===== src/rtl/sdram_arb_pkg.sv =====
// Shared definitions for the SDRAM frame arbiter: FSM states and frame geometry defaults.
package sdram_arb_pkg;

    typedef enum logic [2:0] {
        IDLE,
        RD_CMD,
        RD_WAIT,
        WR_CMD,
        WR_WAIT
    } arb_state_t;

    localparam int unsigned DEF_BURST_LEN   = 8;
    localparam int unsigned DEF_FRAME_WORDS = 26112;

endpackage


===== src/rtl/frame_addr_gen.sv =====
// Per-port frame address register: advances one burst per handshake, wraps at frame end,
// and defers a restart that arrives while its own burst is in progress.
module frame_addr_gen
    import sdram_arb_pkg::*;
#(
    parameter int unsigned ADDR_W      = 24,
    parameter int unsigned BURST_LEN   = DEF_BURST_LEN,
    parameter int unsigned FRAME_WORDS = DEF_FRAME_WORDS
) (
    input  logic              clk,
    input  logic              rst,
    input  logic              restart,
    input  logic              active,
    input  logic              advance,
    input  logic              finish,
    output logic [ADDR_W-1:0] addr
);

    logic              pending;
    logic [ADDR_W:0]   sum;
    logic [ADDR_W-1:0] next_addr;

    always_comb begin
        sum       = {1'b0, addr} + (ADDR_W+1)'(BURST_LEN);
        next_addr = (sum >= (ADDR_W+1)'(FRAME_WORDS)) ? '0 : sum[ADDR_W-1:0];
    end

    // A restart during this port's own burst is held and wins over that burst's increment.
    always_ff @(posedge clk or posedge rst) begin
        if (rst) begin
            addr    <= '0;
            pending <= 1'b0;
        end else if (!active) begin
            if (restart) addr <= '0;
            pending <= 1'b0;
        end else if (advance) begin
            addr <= restart ? '0 : next_addr;
        end else if (finish) begin
            if (restart || pending) addr <= '0;
            pending <= 1'b0;
        end else if (restart) begin
            pending <= 1'b1;
        end
    end

endmodule


===== src/rtl/sdram_frame_arbiter.sv =====
// Arbitrates single-burst SDRAM access between the display read path and the loader write path,
// with an urgency override for a nearly empty display FIFO and round-robin otherwise.
module sdram_frame_arbiter
    import sdram_arb_pkg::*;
#(
    parameter int unsigned ADDR_W      = 24,
    parameter int unsigned BURST_LEN   = DEF_BURST_LEN,
    parameter int unsigned FRAME_WORDS = DEF_FRAME_WORDS,
    parameter int unsigned RD_THRESH   = 248,
    parameter int unsigned RD_URGENT   = 32
) (
    input  logic              sdram_clk,
    input  logic              sdram_rst,
    input  logic              rd_addr_set,
    input  logic [8:0]        rd_fifo_level,
    input  logic              wr_frame_start,
    input  logic [8:0]        wr_fifo_level,
    output logic              cmd_valid,
    input  logic              cmd_ready,
    output logic              cmd_wr,
    output logic [ADDR_W-1:0] cmd_addr,
    input  logic              burst_done,
    output logic              busy
);

    localparam logic [8:0] RD_THRESH_L = 9'(RD_THRESH);
    localparam logic [8:0] RD_URGENT_L = 9'(RD_URGENT);
    localparam logic [8:0] WR_MIN_L    = 9'(BURST_LEN);

    arb_state_t        state;
    arb_state_t        state_next;
    logic              last_wr;
    logic              rd_req;
    logic              wr_req;
    logic              rd_urgent;
    logic [ADDR_W-1:0] rd_addr;
    logic [ADDR_W-1:0] wr_addr;

    assign rd_req    = (rd_fifo_level <= RD_THRESH_L);
    assign wr_req    = (wr_fifo_level >= WR_MIN_L);
    assign rd_urgent = (rd_fifo_level < RD_URGENT_L);

    always_ff @(posedge sdram_clk or posedge sdram_rst) begin
        if (sdram_rst) begin
            state   <= IDLE;
            last_wr <= 1'b1;
        end else begin
            state <= state_next;
            if (cmd_valid && cmd_ready) last_wr <= (state == WR_CMD);
        end
    end

    always_comb begin
        state_next = state;
        case (state)
            IDLE: begin
                if (rd_urgent)             state_next = RD_CMD;
                else if (rd_req && wr_req) state_next = last_wr ? RD_CMD : WR_CMD;
                else if (rd_req)           state_next = RD_CMD;
                else if (wr_req)           state_next = WR_CMD;
            end
            RD_CMD:  if (cmd_ready)  state_next = RD_WAIT;
            RD_WAIT: if (burst_done) state_next = IDLE;
            WR_CMD:  if (cmd_ready)  state_next = WR_WAIT;
            WR_WAIT: if (burst_done) state_next = IDLE;
            default: state_next = IDLE;
        endcase
    end

    always_comb begin
        cmd_valid = 1'b0;
        cmd_wr    = 1'b0;
        cmd_addr  = '0;
        busy      = (state != IDLE);
        case (state)
            RD_CMD: begin
                cmd_valid = 1'b1;
                cmd_addr  = rd_addr;
            end
            WR_CMD: begin
                cmd_valid = 1'b1;
                cmd_wr    = 1'b1;
                cmd_addr  = wr_addr;
            end
            default: ;
        endcase
    end

    frame_addr_gen #(
        .ADDR_W      (ADDR_W),
        .BURST_LEN   (BURST_LEN),
        .FRAME_WORDS (FRAME_WORDS)
    ) u_rd_addr (
        .clk     (sdram_clk),
        .rst     (sdram_rst),
        .restart (rd_addr_set),
        .active  ((state == RD_CMD) || (state == RD_WAIT)),
        .advance ((state == RD_CMD) && cmd_ready),
        .finish  ((state == RD_WAIT) && burst_done),
        .addr    (rd_addr)
    );

    frame_addr_gen #(
        .ADDR_W      (ADDR_W),
        .BURST_LEN   (BURST_LEN),
        .FRAME_WORDS (FRAME_WORDS)
    ) u_wr_addr (
        .clk     (sdram_clk),
        .rst     (sdram_rst),
        .restart (wr_frame_start),
        .active  ((state == WR_CMD) || (state == WR_WAIT)),
        .advance ((state == WR_CMD) && cmd_ready),
        .finish  ((state == WR_WAIT) && burst_done),
        .addr    (wr_addr)
    );

endmodule


===== config.mk =====
export PLATFORM = sky130hd
export DESIGN_NAME = sdram_frame_arbiter
export DESIGN_NICKNAME = d
export VERILOG_FILES = /design/src/rtl/sdram_arb_pkg.sv /design/src/rtl/frame_addr_gen.sv /design/src/rtl/sdram_frame_arbiter.sv
export SDC_FILE = /design/constraint.sdc
export NUM_CORES = 1
export LEC_CHECK = 0
export ABC_AREA = 1
export BUFFER_PORTS_ARGS = -buffer_cell sky130_fd_sc_hd__buf_2
export CORE_UTILIZATION = 30
export DETAILED_ROUTE_END_ITERATION = 12
export GPL_TIMING_DRIVEN = 0
export MAX_ROUTING_LAYER = met4
export PLACE_DENSITY = 0.57
export SYNTH_ARGS = -nofsm -noshare
export SYNTH_HDL_FRONTEND = slang
export SYNTH_SLANG_ARGS = --single-unit

===== constraint.sdc =====
create_clock -name sdram_clk -period 2.3 [get_ports sdram_clk]
set_input_delay 0.115 -clock sdram_clk [delete_from_list [all_inputs] [get_ports sdram_clk]]
set_output_delay 0.115 -clock sdram_clk [all_outputs]
set_load 0.02 [all_outputs]

# --- Word level (Yosys, flattened, before mapping) ---
# Cells that the tools add are included.
classes:
  mul: 0
  shifts: 0
  mux: 34
  order_cmp: 5
  eq_ne: 16
  div_mod_pow: 0
  bitwise: 0
  n_reduce_logical: 21
  add_sub_neg: 2
ops:
  columns: ["cell", "n"]
  rows:
  - ["2-to-1 mux 24 bit", 14]
  - ["adder 24 x 4 -> 25 bit, second input constant", 2]
  - ["greater-or-equal comparator 25 x 15 -> 1 bit, second input constant", 2]
  - ["case mux 24 bit (2 select lines)", 1]
  - ["2-to-1 mux 3 bit", 7]
  - ["!= test 3 bit, second input constant", 6]
  - ["case mux 3 bit (4 select lines)", 1]
  - ["2-to-1 mux 1 bit", 10]
  - ["greater-or-equal comparator 9 x 4 -> 1 bit, second input constant", 1]
  - ["less-or-equal comparator 9 x 8 -> 1 bit, second input constant", 1]
  - ["less-than comparator 9 x 6 -> 1 bit, second input constant", 1]
  - ["!= test 2 bit, second input constant", 4]
  - ["equality test 3 x 2 -> 1 bit, second input constant", 2]
  - ["logical AND 1 bit", 6]
  - ["AND reduction 3 bit", 2]
  - ["!= test 5 bit, second input constant", 1]
  - ["logical OR 1 bit", 4]
  - ["AND reduction 2 bit", 2]
  - ["AND reduction 4 bit", 1]
  - ["nonzero test 2 bit", 2]
  - ["OR reduction 2 bit", 2]
  - ["equality test 3 x 1 -> 1 bit, second input constant", 1]
  - ["equality test 3 bit, second input constant", 1]
  - ["logical NOT 3 bit", 1]
  - ["3 further kinds", 3]
word_totals:
  regBits: 54
  mem_bits_rw: 0
  mem_bits_ro: 0
  elab_cells: 84
  latchBits: 0
  out_inout_bits: 27
  n_memories: 0

# --- Longest topological paths before layout ---
logic_depth:
  word_depth: 6
  ltp_mapped: 13

# --- Hierarchy ---
# A second synthesis with hierarchy kept.
hier_totals:
  cells_unflattened: 626
  hier_area_um2: 4017.6
by_module_without_submodules:
  columns: ["mod", "instances", "seq_area_each_um2", "area_each_um2", "cells_per_inst"]
  rows:
  - ["frame_addr_gen", 2, 550.5, 1657.8, 241]
  - ["sdram_frame_arbiter", 1, 101.3, 701.9, 144]

# --- Least setup slack after synthesis ---
# OpenSTA, ideal clock, no wires.
synth_timing:
  path_kind: "reg2reg"
  start: "register state[2]"
  end: "register u_rd_addr.addr[6]"
  slack_ns: 0.479
  period_less_slack_ns: 1.821
  t_arrival_ns: 1.704
  setup_ns: 0.117
  path_stages_with_launch: 11
  cell_sequence: "dfrtp_1 -> nor2_2 -> nand2_2 -> nand2_1 -> a21oi_1 -> or2_2 -> nand2_4 -> inv_1 -> buf_2 -> nand2_1 -> nand2_1"
synth_between:
  elab_chain_len: 4
synth_rtl:
  columns: ["element", "line", "source"]
  rows:
  - ["start: declaration", "sdram_frame_arbiter.sv:30", "arb_state_t state;"]
  - ["start signal: assignment", "sdram_frame_arbiter.sv:48", "state <= state_next;"]
  - ["equality test 3 x 2 -> 1 bit / equality test 3 x 1 -> 1 bit (equally long branches)", "sdram_frame_arbiter.sv:97, sdram_frame_arbiter.sv:99, sdram_frame_arbiter.sv:98", null]
  - ["logical AND 1 bit (tied with other cells)", "sdram_frame_arbiter.sv:99", ".finish ((state == RD_WAIT) && burst_done),"]
  - ["!= test 3 bit (no line) (tied with other cells)", null, null]
  - ["AND reduction 3 bit (no line) / 2-to-1 mux 24 bit (equally long branches)", null, null]
  - ["end signal: assignment", "frame_addr_gen.sv:37", "addr <= restart ? '0 : next_addr;"]
  - ["end: declaration", "frame_addr_gen.sv:16", "output logic [ADDR_W-1:0] addr"]
# Parallel ways exist; a longest one is shown, timed or not.
# A chain may end at the register's enable or synchronous reset.

# --- Worst setup path in the final report ---
layout_timing:
  start: "register u_wr_addr.addr[3]"
  end: "register u_wr_addr.addr[6]"
layout_between:
  elab_chain_len: 6
layout_rtl:
  columns: ["element", "line", "source"]
  rows:
  - ["start: declaration", "frame_addr_gen.sv:16", null]
  - ["start signal: assignment", "frame_addr_gen.sv:37", null]
  - ["adder 24 x 4 -> 25 bit (*)", "frame_addr_gen.sv:24", "sum = {1'b0, addr} + (ADDR_W+1)'(BURST_LEN);"]
  - ["greater-or-equal comparator 25 x 15 -> 1 bit", "frame_addr_gen.sv:25", "next_addr = (sum >= (ADDR_W+1)'(FRAME_WORDS)) ? '0 : sum[ADDR_W-1:0];"]
  - ["2-to-1 mux 24 bit (*)", "frame_addr_gen.sv:25", null]
  - ["2-to-1 mux 24 bit (*)", "frame_addr_gen.sv:37", null]
  - ["2-to-1 mux 24 bit (*)", "frame_addr_gen.sv:36", "end else if (advance) begin"]
  - ["2-to-1 mux 24 bit (*)", "frame_addr_gen.sv:33", "end else if (!active) begin"]
# Mark *: on every way between the ends. The rest lies on a longest branch, timed or not.

==> results.md <==
* Routed wire length at 9747 µm
* Latest clock arrival within the worst-skew pair at 0.29 ns
* Largest driver fanout on the critical path at 10
* DP Area at 3949 µm²
* Cells after Synth at 558
* Part of the Yosys area used for sequential elements at 34.14%
* Final standard cell count with taps included and fillers excluded at 758
* Hold Vio Cnt, Final at 0
* Number of buffer cells added on primary ports at 44
* Layout Cell Area excl Fill at 4138 µm²
* Filler instances at 1290
* Top cell type's share of synthesized area at 33.39%
* Critical Path AT at 2.31 ns
* Net Sw Power at 0.8899 mW
* H-Tree Level Count at 2
* Async set or reset register ratio after synthesis at 100.0%
* Final worst slack at 0.2178 ns
* Starting utilization of the core area at 30.85%
* Max-cap viol count at 0
* Pwr Density at 592.0 nW/µm²
* Clock Path Buffers at 2
* Path type of the worst setup path: register to register
* Fraction of layout instances using a drive strength above 1 at 15.45%
* Largest area contributor in the netlist: dfrtp_1
* Library cell used as clock root buffer: clkbuf_16
* Dominant register cell in the synthesized netlist: dfrtp_1
* Clock skew at 0.004560 ns
* Top-count cell post-synth: nand2_1
* Die Outline Area at 12180 µm²
* Net switching fraction of the power at 36.33%
* Placement Rows at 39
* Number of primary I/O pins at 51
* Number of failing setup endpoints in the final timing report at 0
* Largest vdd supply drop at 295.9 µV
* CP required at 2.53 ns
* Internal power summed over all cells at 1.560 mW
* Die Span X at 110.4 µm
* Post-DRT Antenna Nets at 0
* Mean number of vias per cell at 4.741
* Synthesized flop and latch total at 48
* Number of distinct library cell variants in the gate-level netlist after synthesis at 30
* Final nets at 641
* Tot GR Track Use at 17.99%
* Top cells by instance count after synthesis: 182 x nand2_1, 87 x nor2_1, 66 x inv_1, 54 x nand3_1, 47 x dfrtp_1
* CTS tree: done
* Drt wl/cell at 12.86 µm
* Part of the power in registers at 38.9%
* Synth warn at 0
* Share of the cycle needed by the critical path after routing at 90.53%
* Largest net degree at the start of global routing at 37
* Slew Limit Fails at 0
* Nature of the critical path startpoint: register
* # DRC at 0
* Post-layout util at 36.24%
* Number of antenna violations at the first check in global routing at 0
* Total clock buffers created by CTS at 5
* Dominant cells by area after synthesis: dfrtp_1 33%, nand2_1 19%, nor2_1 9.3%
* Leakage power total at 1.973 nW
* Die extent in y at 110.4 µm
* Vias post-DR at 3594
* Run status: finished clean
* Global-route wire length before repair at 16290 µm
* Global placement routability congestion at 0.8987
* Number of global-route vias before repair at 3405
* First-pass iteration count of the detailed router at 5
* Area of the core region at 11420 µm²
* Synthesized area per cell at 6.312 µm²
* Hold slack final at 0.05207 ns
* Crit end category: register
* Antenna diodes at 0
* Num Clock Sinks at 48
* Global route total overflow at 0
* Drt initial violations at 179
* P&R area growth vs syn at 17.48%
* Relative contribution of the clock network to total power at 31.9%
* Clock transition at path regs at 0.07 ns
* Detailed Place HPWL at 7762 µm
* Maximum clock rate at 480.3 MHz
* HP Class: input pin to register
* Fin crit period at 2.082 ns
* Post-Place Setup Slack at 0.1370 ns
* Number of placed cells counting well taps at 748
* Number of synthesized flops with an enable pin at 0
* Post-synthesis cell area at 3522 µm²
* Part of the total power dissipated in combinational logic at 29.1%
sequential cells by signal, summed over array words and instances, names as in the netlist:
| register | cells |
|---|---|
| last_wr | 1 |
| state | 3 |
| u_rd_addr.addr | 21 |
| u_rd_addr.pending | 1 |
| u_wr_addr.addr | 21 |
| u_wr_addr.pending | 1 |
path summary, 6_finish.rpt:
check | to | start | cells after the start | slack (ns)
hold reg to reg | last_wr | last_wr | 2 | 0.48
setup reg to reg | u_wr_addr.addr[6] | u_wr_addr.addr[3] | 12 | 0.22
hold / removal | last_wr | cmd_ready | 3 | 0.05
max in group asynchronous | last_wr | sdram_rst | 4 | 1.43
min in group asynchronous | u_wr_addr.addr[6] | sdram_rst | 3 | 0.31
setup / recovery | u_wr_addr.addr[6] | u_wr_addr.addr[3] | 12 | 0.22
metrics by stage:
| stage | power, mW | setup TNS [ns] |
|---|---|---|
| global placement | 1.679 | 0 |
| floorplan | 1.474 | 0 |
| CTS | 2.487 | 0 |
| detailed placement | 1.695 | 0 |
| global route | 2.621 | -0.01980 |
| finish | 2.450 | 0 |
cell type report:
class	count	area, µm²	share of cell area [%]
Clock buffer	7	152.6	3.689
Buffer	14	85.08	2.056
Tap cell	143	178.9	4.324
Inverter	70	262.8	6.350
Timing Repair Buffer	48	265.3	6.411
Sequential cell	48	1202	29.06
Multi-Input combinational cell	428	1991	48.11
layer usage:
layer  track usage [%]  up-vias  routed length, µm  part of all wire, %
li1                  -     1861                  -                    -
met1             21.62     1657               4215                   43
met2             30.92       62               5054                   52
met3             2.646       14                332                  3.4
met4             5.733        0                144                  1.5
met5                 -        -                  0                    0
critical path, stage by stage (launching register included):
cell and delay, ns:
dfrtp_1 0.40, ha_1 0.24, nand2_1 0.16, nor2_4 0.17, nand2_1 0.12, o21ai_1 0.15, nand2_1 0.06, nor2_1 0.11
nand2_1 0.10, nor2_2 0.16, buf_4 0.20, nand3_1 0.09, nand2_1 0.07
layout by cell type, fill, tap and decap left out:
master	n
clkbuf_1	5
nor2_8	1
o21ai_0	15
nor2_2	8
a21oi_2	1
buf_12	1
o21ai_1	5
and3_1	1
dlygate4sd3_1	1
nand2_1	182
inv_2	2
a21oi_1	11
conb_1	3
xor2_1	9
buf_2	46
nor3b_1	2
clkinv_1	3
o22ai_1	16
nand2_2	6
ha_1	2
dfstp_2	1
clkbuf_16	5
nand3_1	54
buf_4	8
nand2_4	2
nor2_1	86
nor2_4	6
nor3_1	6
clkbuf_8	2
dfrtp_1	47
nand3_2	3
buf_6	1
inv_1	65
nand4_1	7
or2_2	2
cell families (layout without fill, tap and decap cells):
group,Yosys count,in the layout,share of synthesized area (%)
other,1,3,0.1065
AO/OA/AOI/OAI,48,48,7.389
flip-flops,48,48,34.14
buffers and inverters,84,139,9.876
adder cells (fa/ha/maj),2,2,0.7104
XOR/XNOR,9,9,2.238
AND/OR/NAND/NOR,366,366,45.54
power groups by stage:
stage | Combinational [mW] | Sequential [mW] | Clock, mW
2_1_floorplan | 0.515 | 0.959 | 0
3_3_place_gp | 0.712 | 0.968 | 0
3_5_place_dp | 0.727 | 0.968 | 0
4_1_cts | 0.727 | 0.954 | 0.805
5_1_grt | 0.818 | 0.963 | 0.840
6_report | 0.714 | 0.954 | 0.782
timing repair:
item	4_1_cts	5_1_grt
resized for setup	0	3
setup buffers	0	2
endpoints found under the hold margin	12	0
hold buffers	1	0
setup endpoints to repair	0	20
No activity file was read; power rests on OpenSTA's default activity.
